**src/rtl/sdram_arb.sv**
```systemverilog
// Three-port arbiter/sequencer for the single MiSTer SDRAM read/write port.
// Port 0 has fixed priority; ports 1 and 2 alternate round-robin.
module sdram_arb #(
    parameter int AW         = 25,
    parameter int LO_TIMEOUT = 4
) (
    input  logic          SDRAM_CLK,
    input  logic          RESET,

    input  logic          P0_REQ,
    input  logic          P0_WE,
    input  logic [AW-1:0] P0_ADDR,
    input  logic [31:0]   P0_DIN,
    input  logic [3:0]    P0_BE,
    output logic          P0_ACK,

    input  logic          P1_REQ,
    input  logic          P1_WE,
    input  logic [AW-1:0] P1_ADDR,
    input  logic [31:0]   P1_DIN,
    input  logic [3:0]    P1_BE,
    output logic          P1_ACK,

    input  logic          P2_REQ,
    input  logic          P2_WE,
    input  logic [AW-1:0] P2_ADDR,
    input  logic [31:0]   P2_DIN,
    input  logic [3:0]    P2_BE,
    output logic          P2_ACK,

    output logic [31:0]   DO,

    output logic          SDRAM_CLKREF,
    output logic [AW-1:0] SDRAM_RADDR,
    output logic [AW-1:0] SDRAM_WADDR,
    output logic [31:0]   SDRAM_DIN,
    output logic [3:0]    SDRAM_BE,
    output logic          SDRAM_RD,
    output logic          SDRAM_WE,
    input  logic          SDRAM_RD_RDY,
    input  logic          SDRAM_WE_RDY,
    input  logic [31:0]   SDRAM_DOUT
);
    localparam int            CW       = (LO_TIMEOUT > 1) ? $clog2(LO_TIMEOUT) : 1;
    localparam logic [CW-1:0] CNT_LAST = CW'(LO_TIMEOUT - 1);

    typedef enum logic [2:0] {
        S_IDLE,
        S_ISSUE,
        S_WAIT_LO,
        S_WAIT_HI,
        S_DONE
    } state_t;

    state_t        state, state_nxt;
    logic [CW-1:0] cnt, cnt_nxt;

    logic [2:0]           req, req_we;
    logic [2:0][AW-1:0]   req_addr;
    logic [2:0][31:0]     req_din;
    logic [2:0][3:0]      req_be;

    logic [1:0]    gnt, gnt_sel;
    logic          gnt_any;
    logic          rr;          // 0: port 1 is next among 1/2, 1: port 2
    logic          we_r;
    logic [AW-1:0] addr_r;
    logic [31:0]   din_r;
    logic [3:0]    be_r;
    logic [31:0]   do_r;
    logic          rdy_sel;
    logic          fire;
    logic          done;
    logic [2:0]    ack;

    assign req      = {P2_REQ,  P1_REQ,  P0_REQ};
    assign req_we   = {P2_WE,   P1_WE,   P0_WE};
    assign req_addr = {P2_ADDR, P1_ADDR, P0_ADDR};
    assign req_din  = {P2_DIN,  P1_DIN,  P0_DIN};
    assign req_be   = {P2_BE,   P1_BE,   P0_BE};

    assign SDRAM_CLKREF = |req;

    always_comb begin
        gnt_any = |req;
        gnt_sel = 2'd0;
        if (req[0])
            gnt_sel = 2'd0;
        else if (req[1] && req[2])
            gnt_sel = rr ? 2'd2 : 2'd1;
        else if (req[1])
            gnt_sel = 2'd1;
        else if (req[2])
            gnt_sel = 2'd2;
    end

    assign rdy_sel = we_r ? SDRAM_WE_RDY : SDRAM_RD_RDY;

    always_comb begin
        state_nxt = state;
        cnt_nxt   = cnt;
        case (state)
            S_IDLE:    if (gnt_any) state_nxt = S_ISSUE;
            S_ISSUE:   if (rdy_sel) begin
                           state_nxt = S_WAIT_LO;
                           cnt_nxt   = '0;
                       end
            // A controller that never drops RDY must not stall the port forever.
            S_WAIT_LO: if (!rdy_sel)
                           state_nxt = S_WAIT_HI;
                       else if (cnt == CNT_LAST)
                           state_nxt = S_DONE;
                       else
                           cnt_nxt = cnt + 1'b1;
            S_WAIT_HI: if (rdy_sel) state_nxt = S_DONE;
            S_DONE:    state_nxt = S_IDLE;
            default:   state_nxt = S_IDLE;
        endcase
    end

    always_ff @(posedge SDRAM_CLK) begin
        if (RESET) begin
            state <= S_IDLE;
            cnt   <= '0;
        end else begin
            state <= state_nxt;
            cnt   <= cnt_nxt;
        end
    end

    always_ff @(posedge SDRAM_CLK) begin
        if (RESET) begin
            gnt    <= 2'd0;
            we_r   <= 1'b0;
            addr_r <= '0;
            din_r  <= '0;
            be_r   <= '0;
            rr     <= 1'b0;
            do_r   <= '0;
        end else begin
            if (state == S_IDLE && gnt_any) begin
                gnt    <= gnt_sel;
                we_r   <= req_we[gnt_sel];
                addr_r <= req_addr[gnt_sel];
                din_r  <= req_din[gnt_sel];
                be_r   <= req_we[gnt_sel] ? req_be[gnt_sel] : 4'hF;
            end
            if (state == S_DONE) begin
                if (!we_r)
                    do_r <= SDRAM_DOUT;
                if (gnt != 2'd0)
                    rr <= (gnt == 2'd1);
            end
        end
    end

    // Strobes and ACK are decoded from state so they can only appear in ISSUE/DONE.
    assign fire     = (state == S_ISSUE) && rdy_sel && !RESET;
    assign done     = (state == S_DONE) && !RESET;
    assign SDRAM_RD = fire && !we_r;
    assign SDRAM_WE = fire && we_r;
    assign ack      = done ? (3'b001 << gnt) : 3'b000;

    assign P0_ACK = ack[0];
    assign P1_ACK = ack[1];
    assign P2_ACK = ack[2];

    // Read data is forwarded in the ACK cycle and held afterwards.
    assign DO = (done && !we_r) ? SDRAM_DOUT : do_r;

    assign SDRAM_RADDR = addr_r;
    assign SDRAM_WADDR = addr_r;
    assign SDRAM_DIN   = din_r;
    assign SDRAM_BE    = be_r;

endmodule
```
**config.mk**
```make
export PLATFORM = sky130hd
export DESIGN_NAME = sdram_arb
export DESIGN_NICKNAME = d
export VERILOG_FILES = /design/src/rtl/sdram_arb.sv
export SDC_FILE = /design/constraint.sdc
export NUM_CORES = 1
export LEC_CHECK = 0
export ABC_AREA = 1
export ABC_CLOCK_PERIOD_IN_PS = 2200
export BUFFER_PORTS_ARGS = -buffer_cell sky130_fd_sc_hd__buf_2
export CAP_MARGIN = 15
export CORE_AREA = 2 2 136 138
export DETAILED_ROUTE_END_ITERATION = 16
export DIE_AREA = 0 0 138 140
export GPL_ROUTABILITY_DRIVEN = 0
export PLACE_DENSITY_LB_ADDON = 0.08
export SLEW_MARGIN = 15
export SYNTH_ARGS = -nofsm -noshare
export SYNTH_HDL_FRONTEND = slang
export SYNTH_SLANG_ARGS = --single-unit
```
**constraint.sdc**
```tcl
create_clock -name SDRAM_CLK -period 2.2 [get_ports SDRAM_CLK]
set_input_delay 0.22 -clock SDRAM_CLK [delete_from_list [all_inputs] [get_ports SDRAM_CLK]]
set_output_delay 0.22 -clock SDRAM_CLK [all_outputs]
set_load 0.01 [all_outputs]
```
* After elaboration in Yosys (flattened, before gate mapping)
Index checks and enable logic that the tools add are counted.
Operators by class: add/sub/neg operators 1, $lt $le $gt $ge 1, eq/ne operators 12, shift operators 1, multiplexer cells 27, bitwise operators 1, reductions and logical operators 18
Operators with widths (number):
- $bmux 32 s2 | 1
- $mux 32 | 2
- $bmux 25 s2 | 1
- $mux 25 | 1
- $mux 3 | 6
- $mux 2 | 8
- $pmux 3 s4 | 1
- $ne 2x2->1 const B | 5
- $bmux 4 s2 | 1
- $logic_and 1x1->1 | 8
- $mux 4 | 2
- $reduce_and 4->1 | 2
- $eq 3x2->1 const B | 2
- $pmux 2 s2 | 1
- $reduce_and 2->1 | 2
- $reduce_bool 2->1 | 2
- $eq 3x1->1 const B | 1
- $eq 3x3->1 const B | 1
- $logic_not 3->1 | 1
- $lt 2x3->1 const B | 1
- $ne 3x3->1 const B | 1
- $reduce_or 3->1 | 1
- $shl 1x2->3 const A | 1
- $add 2x1->2 const B | 1
- other kinds (6) | 8
Word-level totals: bits in registers 102, input bits 225, output and inout bits 124, logic and storage cells 70

* Longest topological paths before layout
depth in word-level cells 7, mapped depth 10, gate-level depth less buffers 9

* Worst setup path before layout
Ideal clock, no wire load.
kind reg-to-output, from register state[0], to output DO[23], arrival 1.364 ns, required time 1.980 ns, setup slack 0.616 ns, cell stages (with the launch flop) 6, path buffers 2, path through dfxtp_1 -> nor3_4 -> nand3_2 -> buf_2 -> buf_2 -> o21ai_0
Between the ends: longest elaborated chain between the ends 4
Ends and longest elaborated chain:
- start, declared | line 55 | state_t state, state_nxt;
- start signal, assigned | line 126 | state <= state_nxt;
- $eq 3x3->1 | line 159 | assign done = (state == S_DONE) && !RESET;
- $logic_and 1x1->1 | line 159
- $logic_and 1x1->1 | line 169 | assign DO = (done && !we_r) ? SDRAM_DOUT : do_r;
- $mux 32 | line 169
- end, declared | line 31 | output logic [31:0] DO,
Every way passes these cells.

* Worst setup path in the final report
from register state[2], to output DO[8]
Same word-level chain as after synthesis.

==> results.json <==
{
  "synth-async-reset-ratio_pct": 0,
  "finClkSkew_ps": 9.09,
  "ios": 349,
  "die_x_um": 138,
  "gr-total-overflow": 0,
  "crit_arrival_ps": 1780,
  "utilization_pct": 43.8,
  "grt_use_total_pct": 20.7,
  "rsz0062_at_grt": "false",
  "syn_inst": 897,
  "dr.pass1.iters": 5,
  "syn_avg_cell_area_um2": 6.41,
  "place_hpwl_mm": 15.7,
  "hold_viol": 0,
  "period_needed_ps": 2000,
  "cts_num_sinks": 102,
  "syn_area_um2": 5750,
  "fill_cells": 1929,
  "syn_nets": 1123,
  "htreeDepth": 3,
  "max-cap-violations": 0,
  "start_kind": "flop",
  "yosys.cell_types.count": 28,
  "crit_type": "reg2out",
  "nets": 1415,
  "leakage_nw": 4.32,
  "grt_pass1_vias": 6429,
  "synth_ff_type": "dfxtp_1",
  "status": "finished clean",
  "cts_tree": "done",
  "ys_warn_count": 0,
  "fp.dieH_um": 140,
  "cts_hold_buf": 0,
  "crit_required_ps": 1980,
  "port-buffer-count": 348,
  "clk_path_buf_depth": 2,
  "slowest_stage": "dfxtp_1",
  "p_total_mw": 7.87,
  "ys_seq_elements": 102,
  "core_area_um2": 17800,
  "worst_pin_slew_ps": 592,
  "fin_crit_sh_pct": 91.1,
  "endpoint_kind": "output pin",
  "cts_made_buffers": 9,
  "initial_core_util_pct": 32.3,
  "powerDensity_nw_per_um2": 1010,
  "die-area_um2": 19300,
  "postCtsSetupBuffers": 0,
  "root_buffer": "clkbuf_16",
  "vdd_drop_max_mv": 0.462,
  "clkTransAtPathRegs_ps": 80,
  "drc": 0,
  "finalMaxSlewViolations": 0,
  "synthToLayoutAreaGrowth_pct": 35.5,
  "grt_pass1_wl_mm": 32.7,
  "max_stage_delay_ps": 340,
  "fmax_mhz": 499,
  "grt_max_degree": 97,
  "vias": 6665,
  "viasPerCell": 4.68,
  "ant_nets": 0,
  "drt-wirelength-per-cell_um": 14.6,
  "setup_viol": 0,
  "drtIter0Drc": 334,
  "grt_antenna_before_repair": 0,
  "drt_wl_total_mm": 20.8,
  "drive_gt1_share_pct": 33.2,
  "synth_enable_flop_cells": 0,
  "clock_latency_ps": 350,
  "slew_headroom_pct": 60.6,
  "cp_max_fo": 96,
  "finalSetupTns_ps": 0,
  "synth_seq_area_share_pct": 35.5,
  "num_rows": 49,
  "postCtsResizedCells": 0,
  "path_cells": "inv_1 -> nor3_4 -> nand3_2 -> buf_12 -> o21ai_0 -> buf_2",
  "hold_path_class": "in2reg"
}
## cells in the final DEF, fill, tap and decap left out, types with 16 or more instances in the layout
master	count
buf_2	348
nand3_1	89
nand2_1	202
dfxtp_1	102
o21ai_0	106
buf_4	16
nor2_1	73
inv_1	104
o211ai_1	31
a21oi_1	61
## through the flow
stage | hold WS [ps] | instance area (um^2) | cells | setup WS [ps]
4_1_cts | 124 | 7790 | 1423 | 195
3_3_place_gp | 467 | 7500 | 1407 | 475
6_report | 137 | 7790 | 1424 | 197
3_5_place_dp | 474 | 7500 | 1407 | 458
2_1_floorplan | 298 | 5750 | 897 | 616
5_1_grt | 132 | 7790 | 1423 | 62.2
## power breakdown
group | total, mW | internal, mW | switching (mW)
Clock | 1.56 | 0.785 | 0.774
Combinational | 3.56 | 1.34 | 2.22
Sequential | 2.75 | 2.38 | 0.369
Total | 7.87 | 4.51 | 3.36
## cell families after synthesis
logic type	share of synthesized area [%]
flip-flops	35.5
AND/OR/NAND/NOR	28.4
buffers and inverters	15.5
AO/OA/AOI/OAI	20.4
adder cells (fa/ha/maj)	0.218
## synthesized netlist by cell type, types with 2 or more instances
library cell,number,share of area [%]
buf_1,3,0.20
buf_4,29,3.8
clkbuf_1,30,2.0
o211ai_1,31,4.0
a211oi_1,2,0.26
nand3_1,91,7.9
buf_6,4,0.78
a21oi_1,61,5.3
buf_2,21,1.8
nand3b_1,4,0.52
o21ai_0,106,9.2
nand2_2,3,0.33
inv_1,105,6.9
o21ai_1,12,1.0
dfxtp_1,102,36
nor3_1,7,0.61
nand2_1,202,13
nor2_1,73,4.8
nand3_2,2,0.35
## state kept, by name, summed over array words and instances (netlist names)
signal       cells
state            3
cnt              2
gnt              2
do_r            32
we_r             1
SDRAM_RADDR     25
SDRAM_DIN       32
rr               1
SDRAM_BE         4
## per-layer routing
metal	up-vias	track usage [%]	routed length [um]	share of wire, %
li1	3468	-	-	-
met1	2910	25.6	8880	43
met2	259	35.3	9880	47
met3	28	5.26	1610	7.8
met4	0	7.20	446	2.1
met5	-	0	0	0
## worst paths after layout
| kind | from | to | slack (ps) | cells after the start |
|---|---|---|---|---|
| min reg2reg | do_r[7]$_SDFFE_PP0P_ | do_r[7]$_SDFFE_PP0P_ | 490 | 2 |
| max | state[2]$_SDFFE_PP0P_ | DO[8] | 200 | 6 |
| max reg2reg | state[0]$_SDFFE_PP0P_ | SDRAM_BE[1]$_SDFFE_PP0P_ | 440 | 7 |
| min | SDRAM_DOUT[1] | do_r[1]$_SDFFE_PP0P_ | 140 | 3 |
## critical path, delay by kind of cell (launching register included)
kind                   cells  cell delay, ps
buffers and inverters      3             510
DFF                        1             340
and+or+nand+nor            2             330
AOI/OAI and AO/OA          1             210
## area by class of cell
cell class | instances | area, um^2 | share of cell area (%)
sequential | 102 | 2040 | 26.2
clock inverter | 7 | 58.8 | 0.755
multi-input combinational | 602 | 2840 | 36.4
inverter | 106 | 398 | 5.11
antenna | 1 | 2.50 | 0.0321
timing repair buffer | 368 | 1940 | 24.9
clock buffer | 9 | 225 | 2.89
tap | 229 | 287 | 3.68
Power figures use the tool's default switching activity.
